[config.mk]
export PLATFORM = sky130hd
export DESIGN_NAME = row_requester
export DESIGN_NICKNAME = d
export VERILOG_FILES = /design/src/rtl/row_requester.sv
export SDC_FILE = /design/constraint.sdc
export NUM_CORES = 1
export LEC_CHECK = 0
export CORE_MARGIN = 1
export CORE_UTILIZATION = 40
export CTS_CLUSTER_DIAMETER = 100
export DETAILED_ROUTE_END_ITERATION = 8
export PLACE_DENSITY = 0.75
export SYNTH_ARGS = -nofsm -noshare
export SYNTH_HDL_FRONTEND = slang
export SYNTH_SLANG_ARGS = --single-unit
[constraint.sdc]
create_clock -name clock -period 1.9 [get_ports clock]
set_clock_uncertainty 0.15 [all_clocks]
set_input_delay 0.38 -clock clock [delete_from_list [all_inputs] [get_ports clock]]
set_output_delay 0.38 -clock clock [all_outputs]
set_load 0.01 [all_outputs]
[src/rtl/row_requester.sv]
//------------------------------------------------------------------------------
// row_requester
//
// Per-tile requester on the far end of the shared row bias bus. When started,
// it walks a one-hot index pointer from LSB to MSB and fetches one candidate
// per step over the bus. It commits the first candidate that does not collide
// with the neighbour occupancy mask. If every index is used up, it pulses fail
// so the solver can backtrack. After a commit, resume continues the walk from
// the index after the committed one.
//
// Parameters:
//   w          width of index, occupancy mask and values (one-hot symbols);
//              defaults to `GRID_LEN, which is 4 unless defined elsewhere
//
// Ports:
//   clock      system clock, rising edge
//   reset      asynchronous active-low reset
//   start      begin a fresh search from bit 0 (has priority over resume)
//   resume     continue from the index after the last committed one
//   grant      external bus grant; a request completes only with grant=1
//   occupied   values already used by neighbours, sampled in CHECK
//   busvalue   bus return, valid in the cycle after a granted request
//   rqindex    one-hot index presented to the bus (zero when not requesting)
//   update     bus request strobe
//   value      committed one-hot value, 0 = none
//   done       one-cycle pulse: candidate committed
//   fail       one-cycle pulse: index space exhausted
//   busy       high in any state other than IDLE
//   tries      (ROW_REQUESTER_TRYCOUNT_EN only) number of bus fetches since
//              the last start, saturating at w
//
// Optional feature macro: ROW_REQUESTER_TRYCOUNT_EN
//------------------------------------------------------------------------------
`timescale 1ns/1ps

`ifndef GRID_LEN
`define GRID_LEN 4
`endif

module row_requester #(
  parameter int w = `GRID_LEN
) (
  input  logic         clock,
  input  logic         reset,
  input  logic         start,
  input  logic         resume,
  input  logic         grant,
  input  logic [w-1:0] occupied,
  input  logic [w-1:0] busvalue,
  output logic [w-1:0] rqindex,
  output logic         update,
  output logic [w-1:0] value,
  output logic         done,
  output logic         fail,
  output logic         busy
`ifdef ROW_REQUESTER_TRYCOUNT_EN
  ,
  output logic [$clog2(w+1)-1:0] tries
`endif
);

  typedef enum logic [1:0] {
    IDLE,
    REQ,
    CHECK
  } state_e;

  localparam logic [w-1:0] PTR_FIRST = w'(1);

  state_e       state_q, state_d;
  logic [w-1:0] ptr_q, ptr_d;
  logic [w-1:0] value_q, value_d;
  logic         done_q, done_d;
  logic         fail_q, fail_d;

  logic         ptr_at_msb;
  logic         candidate_ok;

`ifdef ROW_REQUESTER_TRYCOUNT_EN
  localparam int                 TRIES_W   = $clog2(w+1);
  localparam logic [TRIES_W-1:0] TRIES_MAX = TRIES_W'(w);

  logic [TRIES_W-1:0] tries_q, tries_d;
`endif

  assign ptr_at_msb   = ptr_q[w-1];
  // A candidate is usable only if the bus returned something and it is not
  // already taken by a neighbour.
  assign candidate_ok = (busvalue != '0) && ((busvalue & occupied) == '0);

  // NOTE: every variable gets a default before the case statement so that no
  // path leaves it unassigned; otherwise synthesis infers a latch.
  always_comb begin
    state_d = state_q;
    ptr_d   = ptr_q;
    value_d = value_q;
    done_d  = 1'b0;
    fail_d  = 1'b0;
`ifdef ROW_REQUESTER_TRYCOUNT_EN
    tries_d = tries_q;
`endif

    unique case (state_q)
      IDLE: begin
        if (start) begin
          ptr_d   = PTR_FIRST;
          value_d = '0;
          state_d = REQ;
`ifdef ROW_REQUESTER_TRYCOUNT_EN
          tries_d = '0;
`endif
        end else if (resume && (value_q != '0)) begin
          // Backtrack: the committed index is dropped either way; if it was
          // the last one there is nothing left to try.
          value_d = '0;
          if (!ptr_at_msb) begin
            ptr_d   = ptr_q << 1;
            state_d = REQ;
          end else begin
            ptr_d  = PTR_FIRST;
            fail_d = 1'b1;
          end
        end
      end

      REQ: begin
        if (grant) begin
          state_d = CHECK;
`ifdef ROW_REQUESTER_TRYCOUNT_EN
          if (tries_q != TRIES_MAX) begin
            tries_d = tries_q + 1'b1;
          end
`endif
        end
      end

      CHECK: begin
        if (candidate_ok) begin
          // ptr is left on the committed index so resume can step past it.
          value_d = busvalue;
          done_d  = 1'b1;
          state_d = IDLE;
        end else if (ptr_at_msb) begin
          value_d = '0;
          ptr_d   = PTR_FIRST;
          fail_d  = 1'b1;
          state_d = IDLE;
        end else begin
          ptr_d   = ptr_q << 1;
          state_d = REQ;
        end
      end

      default: begin
        state_d = IDLE;
      end
    endcase
  end

  // NOTE: sequential state is updated with non-blocking assignments so every
  // flop samples the pre-edge values regardless of statement order.
  always_ff @(posedge clock or negedge reset) begin
    if (!reset) begin
      state_q <= IDLE;
      ptr_q   <= PTR_FIRST;
      value_q <= '0;
      done_q  <= 1'b0;
      fail_q  <= 1'b0;
    end else begin
      state_q <= state_d;
      ptr_q   <= ptr_d;
      value_q <= value_d;
      done_q  <= done_d;
      fail_q  <= fail_d;
    end
  end

`ifdef ROW_REQUESTER_TRYCOUNT_EN
  always_ff @(posedge clock or negedge reset) begin
    if (!reset) begin
      tries_q <= '0;
    end else begin
      tries_q <= tries_d;
    end
  end

  assign tries = tries_q;
`endif

  // Bus request is decoded from state only, so reset clears it at once and
  // rqindex is either the one-hot pointer or zero.
  assign update  = (state_q == REQ);
  assign rqindex = (state_q == REQ) ? ptr_q : '0;
  assign value   = value_q;
  assign done    = done_q;
  assign fail    = fail_q;
  assign busy    = (state_q != IDLE);

endmodule
==> After elaboration in Yosys (flattened, before gate mapping) <==
Cells that the tools add are included.
{ "totals": {"regBits": 12, "output_inout_bits": 12, "elab_cells": 49} }
{ "op_classes": {"n_eq_ne": 7, "muxes": 25, "n_bitwise": 1, "reduce_logical": 11} }
{ "ops": {"columns": ["cell", "n"], "rows": [
  ["two-way mux 4 bit", 9],
  ["case mux 4 bit (2 select lines)", 2],
  ["inequality test 3 bit (second input constant)", 3],
  ["AND reduction 3 bit", 3],
  ["two-way mux 1 bit", 8],
  ["two-way mux 2 bit", 4],
  ["nonzero test 4 bit", 2],
  ["case mux 2 bit (3 select lines)", 1],
  ["AND 4 bit", 1],
  ["logical NOT 4 bit", 1],
  ["inequality test 2 bit (second input constant)", 2],
  ["nonzero test 2 bit", 2],
  ["== test 2 x 1 -> 1 bit (second input constant)", 1],
  ["== test 2 bit (second input constant)", 1],
  ["logical AND 1 bit", 2],
  ["logical NOT 2 bit", 1],
  ["case mux 1 bit (2 select lines)", 1]
]} }

==> Depth between registers and ports, before layout <==
Gate-level depths: netlist (run 1).
{ "depth": {"ltp_word": 5, "ltp_mapped": 4, "mapped_depth_nobuf": 4} }

==> Worst setup path after synthesis (run 1) <==
Ideal clock, no wire load.
{ "synth_path": {"kind": "input to register", "start": "input busvalue[0]", "end": "register value_q[1] (netlist: value[1])", "arrival_time_ns": 1.324, "t_required_ns": 1.629, "slack_ns": 0.305, "stages": 4, "path_cell_list": "or4_4 > nand3_4 > nor2_2 > a22o_1"} }
{ "synth_via": {"elab_chain_cells": 5, "word_cells_on_any_way": 8, "classes_between": "eq/ne: 1; mux: 2; bitwise: 1; reduce/logical: 4"} }
{ "synth_rtl": {"columns": ["element", "line", "source"], "rows": [
  ["start: declaration", "49", "input logic [w-1:0] busvalue,"],
  ["AND 4 bit", "89", "assign candidate_ok = (busvalue != '0) && ((busvalue & occupied) == '0);"],
  ["logical NOT 4 bit", "89", null],
  ["logical AND 1 bit (*)", "89", null],
  ["inequality test 3 bit (no line) / two-way mux 4 bit (equally long branches)", null, null],
  ["AND reduction 3 bit (no line) / case mux 4 bit (2 select lines) (equally long branches)", null, null],
  ["end signal: assignment", "172", "value_q <= value_d;"],
  ["end: declaration", "72", "logic [w-1:0] value_q, value_d;"]
]} }
Every way passes the cells marked *; elsewhere a longest branch is shown, timed or not.
A chain may end at the register's enable or synchronous reset.

==> Worst setup path after layout (run 1) <==
{ "layout_path": {"start": "input busvalue[1]", "end": "register value_q[3] (netlist: value[3])"} }
Same word-level chain as after synthesis.

==> results.md, run 1 <==
| Step | Item | Reported |
| --- | --- | --- |
| status | Outcome | completed |
| drt | Antenna viol nets, final | 0 |
| setup path | Largest stage delay, worst path | 540 ps |
| global routing | Global-route congestion overflow total | 0 |
| drt | Via count normalized by instance count | 5.15 |
| placement | Gp weighted congestion | 0.781 |
| sta | Final hold violation count | 0 |
| clock tree | Clock Tree Root | clkbuf_4 |
| pwr | Cell internal power dissipation | 727 uW |
| min path | Class of the most critical hold timing path | input port to async pin |
| placement | Number of buffer cells added on primary ports | 24 |
| clock tree | Insertion delay to the later sink of the worst-skew pair | 270 ps |
| final layout | Most common cell after layout, fill and taps aside | clkdlybuf4s50_1 |
| synth | Warnings, synthesis | 0 |
| pwr | Maximum resistive drop on vdd | 0.000752 V |
| final layout | Fraction of final layout cells sized beyond drive strength 1 | 26.7% |
| final layout | Area overhead of the layout relative to synthesis | 55.4% |
| die | Starting density of the core | 44.6% |
| setup path | Endpoint class of the critical path | flop |
| global routing | Maximum number of pins on one net before global-route repair | 13 |
| synth | Synth top area share | 45.2% |
| pwr | Sequential fraction of design power | 34.3% |
| setup path | CP max-delay cell | or4_4 |
| pwr | Gate power share | 51.3% |
| sta | Total setup violations reported at the end of the flow | 0 |
| sta | Minimum clock period | 1840 ps |
| placement | DP HPWL | 1040 um |
| synth | Number of enable-type register cells in the synthesized netlist | 0 |
| pwr | Net load switching power | 412 uW |
| synth | Syn Nets | 67 |
| pwr | Static leakage | 0.000445 uW |
| setup path | Cell chain of the critical path | clkdlybuf4s50_1 -> or4_4 -> nand3_4 -> nor2_2 -> a22o_1 |
| setup path | Worst Reg-to-Reg Cells | 5 |
| synth | Cell count after synthesis | 54 |
| final layout | Number of antenna repair diodes | 0 |
| sta | Final period util | 96.9% |
| clock tree | Count of H-tree levels built during CTS | 1 |
| clock tree | Hold-fix buffers at CTS | 0 |
| setup path | Worst setup path class | input port to flop |
| sta | Setup slack after layout | 58.5 ps |
| global routing | Number of global-route vias before repair | 452 |
| setup path | Worst-path maximum fanout | 5 |
| pwr | Power density over the cells | 1200 nW/um^2 |
| die | Height of the die | 41.0 um |
| clock tree | Max clock buf depth | 2 |
| drt | Vias post-DR | 541 |
| drt | Initial drt markers | 19 |
| drt | Wire per inst | 13.0 um |
| die | Total die area | 1680 um^2 |
| synth | Yosys cell types | 23 |
| synth | Top post-synthesis cells by area | dfrtp_1 45%, mux2i_1 6.6%, a22o_1 5.7% |
| die | Boundary Pins | 25 |
| synth | Sequential fraction of the synthesis area | 49.5% |
| synth | Async set-or-reset flop fraction in the synthesized netlist | 100% |
| die | Number of rows created at floorplan | 13 |
| clock tree | Clock transition at the registers of the reported paths | 80 ps |
| clock tree | Post-CTS setup repair buffer count | 0 |
| setup path | Critical path required time | 1900 ps |
| sta | Unrepaired setup endpoints after global routing | no |
| pwr | Share of total power consumed by net switching | 36.2% |
| placement | Setup slack at placement | -225 ps |
| drt | Detailed Route WL | 1360 um |
| synth | Synth area leader | dfrtp_1 |
| final layout | NumNets Final | 104 |
| setup path | Worst Setup Start Kind | input port |
| global routing | Total global-route track usage | 19.9% |
| sta | Max-slew violation count | 0 |
| die | Placeable core region | 1370 um^2 |
| synth | Flip-flop and latch count after synthesis | 12 |
| clock tree | CTS tree | done |
| sta | Max-Slew Margin vs Limit | 64.1% |
| global routing | First-pass GRT wire length | 2080 um |
| synth | Dominant synthesized flop cell | dfrtp_1 |
| pwr | Power share of the clock group | 14.4% |
| drt | DRC violation count after routing | 0 |
| setup path | Worst path arrival time | 1840 ps |
| sta | Max frequency | 543 MHz |
| clock tree | TritonCTS sink count | 12 |
| sta | Worst Tran Pin Value | 537 ps |
| global routing | Initial antenna violation count | 0 |
| run | Max Cap Violations | 0 |
| pwr | Power, Total | 1140 uW |
| synth | Combined area of all synthesized cells | 609 um^2 |
| clock tree | Clock buffers created by TritonCTS | 3 |
| die | DIE WIDTH | 41.0 um |
| drt | Pre-antenna DRT Iters | 4 |
| synth | Average instance area after synthesis | 11.3 um^2 |
| final layout | Commonest cells after routing, fill and taps aside | 18 x clkdlybuf4s50_1, 11 x dfrtp_1, 8 x buf_4, 5 x nor2_1 |
-- repair_timing --
action / 4_1_cts / 5_1_grt
cloned: 0 / 0
resized for setup: 7 / 4
endpoints found under the setup margin: 6 / 5
-- cell usage after synthesis (2+ instances only) --
cell and count:
nor3_1 2, nor2_1 5, mux2i_1 4, dfrtp_1 11
a22oi_1 2, inv_1 5, nor2b_1 2, nand2_1 3
a22o_1 4, a21oi_1 3
-- power by group through the flow --
stage | Clock (uW) | Combinational [uW] | Sequential, uW
2_1_floorplan | 0 | 309 | 406
3_3_place_gp | 0 | 609 | 391
3_5_place_dp | 0 | 612 | 393
4_1_cts | 173 | 581 | 390
5_1_grt | 182 | 637 | 400
6_report | 164 | 584 | 390
-- path summary, 6_finish.rpt --
check	startpoint	to	slack [ps]
min in group clock	ptr_q[0]	ptr_q[0]	360
max in group asynchronous	reset	ptr_q[0]	920
min	reset	value[0]	300
max reg2reg	value[1]	ptr_q[0]	120
max	busvalue[1]	value[3]	60
min reg2reg	ptr_q[0]	ptr_q[0]	360
-- per-layer routing --
metal / up-vias / track usage, % / routed length (um)
li1: 266 / - / -
met5: - / 0 / 0
met3: 2 / 9.78 / 105
met1: 247 / 27.3 / 638
met2: 26 / 27.3 / 616
met4: 0 / 5.00 / 4
-- per-stage QoR --
step	hold WS, ps	utilization (%)	setup TNS (ps)	cells	area (um^2)
3_3_place_gp	352	67.9	-1570	101	928
6_report	301	69.3	0	105	947
3_5_place_dp	355	67.9	-1740	101	928
4_1_cts	306	69.5	0	105	950
5_1_grt	339	69.3	0	105	947
2_1_floorplan	-65.6	-	0	54	609
-- cells by family (layout without fill, tap and decap cells) --
logic type      count (synthesis)  after routing  synth area share, %
compound gates                 15             15                 23.4
flops                          12             12                 49.5
buf+inv                         5             41                 3.08
simple gates                   18             18                 17.5
mux                             4              4                 6.57
-- state kept, by name, summed over array words and instances, names as in the netlist --
| signal | cells |
|---|---|
| fail | 1 |
| done | 1 |
| value | 4 |
| state_q | 2 |
| ptr_q | 4 |
-- critical path: cells and delay by family --
kind | cells | cell delay (ps)
simple gates | 3 | 770
compound gates | 1 | 250
buf+inv | 1 | 450
-- area by class of cell --
cell class | count | area, um^2
clock buffers | 4 | 26.3
well taps | 15 | 18.8
flip-flops and latches | 12 | 302
fillers | 111 | 419
repair buffers | 32 | 290
inverters | 5 | 18.8
multi-input cells | 37 | 292
No activity file was read; power rests on OpenSTA's default activity.
==> run 2: changes to the inputs <==
- SLEW_MARGIN: not set -> 20
- TNS_END_PERCENT: not set -> 10
==> results.md, run 2 (synthesis results as in run 1) <==
| Step | Item | Reported | vs previous |
| --- | --- | --- | --- |
| setup path | Worst Setup Start Kind | input port |  |
| sta | Max-slew violation count | 0 | unchanged |
| setup path | Endpoint class of the critical path | flop |  |
| drt | Initial drt markers | 19 | unchanged |
| setup path | Launching point of the worst reg2reg path | value[1] |  |
| setup path | Critical path required time | 1900 ps | about the same |
| sta | Max frequency | 543 MHz | about the same |
| final layout | Non-Filler Instances | 105 | unchanged |
| die | Boundary Pins | 25 | unchanged |
| setup path | R2r setup slk | 130 ps | about the same |
| drt | DRC violation count after routing | 0 | unchanged |
| clock tree | CTS tree | done |  |
| final layout | Most common cell after layout, fill and taps aside | clkdlybuf4s50_1 |  |
| drt | Via count normalized by instance count | 5.23 | +1.5% |
| die | Number of rows created at floorplan | 13 | unchanged |
| clock tree | TritonCTS sink count | 12 | unchanged |
| pwr | Static leakage | 0.000445 uW | about the same |
| clock tree | Count of H-tree levels built during CTS | 1 | unchanged |
| setup path | Worst path arrival time | 1840 ps | about the same |
| pwr | Maximum resistive drop on vdd | 0.000752 V | about the same |
| global routing | Total global-route track usage | 19.9% | unchanged |
| sta | Total setup violations reported at the end of the flow | 0 | unchanged |
| final layout | Area overhead of the layout relative to synthesis | 56.3% |  |
| sta | Unrepaired setup endpoints after global routing | no |  |
| clock tree | Max clock buf depth | 2 | unchanged |
| sta | Max-Slew Margin vs Limit | 64.1% | about the same |
| final layout | NumNets Final | 104 | unchanged |
| drt | Detailed Route WL | 1370 um | +0.66% |
| die | Placeable core region | 1370 um^2 | unchanged |
| clock tree | Clock Tree Root | clkbuf_4 |  |
| drt | Wire per inst | 13.1 um | +0.66% |
| die | DIE WIDTH | 41.0 um | unchanged |
| sta | Final period util | 96.9% | about the same |
| drt | Antenna viol nets, final | 0 | unchanged |
| placement | Number of buffer cells added on primary ports | 24 | unchanged |
| sta | Final hold violation count | 0 | unchanged |
| pwr | Power density over the cells | 1200 nW/um^2 | -0.28% |
| die | Total die area | 1680 um^2 | unchanged |
| run | Max Cap Violations | 0 | unchanged |
| placement | DP HPWL | 1040 um | unchanged |
| clock tree | Post-CTS setup repair buffer count | 0 | unchanged |
| setup path | Worst-path maximum fanout | 5 | unchanged |
| global routing | Number of global-route vias before repair | 452 | unchanged |
| sta | Minimum clock period | 1840 ps | -1.17 ps |
| final layout | Number of antenna repair diodes | 0 | unchanged |
| final layout | Commonest cells after routing, fill and taps aside | 18 x clkdlybuf4s50_1, 11 x dfrtp_1, 8 x buf_4, 5 x nor2_1 |  |
| global routing | Initial antenna violation count | 0 | unchanged |
| die | Height of the die | 41.0 um | unchanged |
| global routing | First-pass GRT wire length | 2080 um | unchanged |
| sta | Worst Tran Pin Value | 537 ps | +0.461 ps |
| setup path | Worst Reg-to-Reg Cells | 5 | unchanged |
| global routing | Global-route congestion overflow total | 0 | unchanged |
| status | Outcome | completed |  |
| min path | Class of the most critical hold timing path | input port to async pin |  |
| setup path | Reg2Reg Capture Point | ptr_q[0] |  |
| placement | Gp weighted congestion | 0.781 | unchanged |
| global routing | Maximum number of pins on one net before global-route repair | 13 | unchanged |
| drt | Pre-antenna DRT Iters | 6 | +2 |
| final layout | Fraction of final layout cells sized beyond drive strength 1 | 25.6% | -1.1 points |
| die | Starting density of the core | 44.6% | unchanged |
| placement | Cells after DPL | 101 | unchanged |
| clock tree | Insertion delay to the later sink of the worst-skew pair | 270 ps | about the same |
| clock tree | Hold-fix buffers at CTS | 0 | unchanged |
| final layout | Count of filler cells inserted in the layout | 110 | -0.90% |
| drt | Vias post-DR | 549 | +1.5% |
| clock tree | Clock transition at the registers of the reported paths | 80 ps | about the same |
| setup path | Worst setup path class | input port to flop |  |
| clock tree | Clock buffers created by TritonCTS | 3 | unchanged |
| final layout | Post-layout utilization of the core | 69.7% | +0.37 points |
[run 2: cell types whose count changed in the layout (fill, tap and decap cells not counted)]
cell,change
clkbuf_2,-1
clkdlybuf4s15_1,+1
[run 2: stage by stage]
step | setup slack [ps] | setup TNS (ps) | hold WS (ps) | area [um^2] | power [uW]
final | 59.7 | 0 | 301 | 952 | 1140
after global routing | 5.62 | 0 | 339 | 952 | 1220
after CTS | 8.87 | 0 | 306 | 950 | 1140
after detailed placement | -225 | -1740 | 355 | 928 | 1000
after global placement | -203 | -1570 | 352 | 928 | 1000
after floorplan | 305 | 0 | -65.6 | 609 | 715
[run 2: routing by layer]
layer  global-route usage [%]  share of wire [%]
met5                        0                  0
met4                     5.00                  0
met3                     9.78                8.7
met2                     27.3                 46
met1                     27.3                 46
[run 2: worst max path at each step]
stage / start / endpoint / depth (start not counted)
floorplan: busvalue[0] / value[1] / 4
global placement: busvalue[1] / value[3] / 5
detailed placement: busvalue[1] / value[3] / 5
CTS: state_q[1] / busy / 3
global route: state_q[1] / busy / 3
finish: busvalue[1] / value[3] / 5
[run 2: report_power, final]
| part | internal (uW) | switching [uW] |
|---|---|---|
| Combinational | 311 | 276 |
| Sequential | 338 | 52.8 |
| Clock | 81.3 | 82.8 |
[run 2: critical path: stages]
cell and delay [ps]:
clkdlybuf4s50_1 450, or4_4 540, nand3_4 130, nor2_2 90
a22o_1 250
[run 2: area by class of cell]
| type | count | area (um^2) | area share [%] |
|---|---|---|---|
| flip-flops and latches | 12 | 302 | 31.7 |
| well taps | 15 | 18.8 | 1.97 |
| multi-input cells | 37 | 292 | 30.6 |
| clock buffers | 4 | 26.3 | 2.76 |
| repair buffers | 32 | 295 | 31.0 |
| inverters | 5 | 18.8 | 1.97 |
[run 2: timing repair]
item	4_1_cts	5_1_grt
pin swaps	0	0
gates resized for setup	7	3
endpoints found under the setup margin	6	5
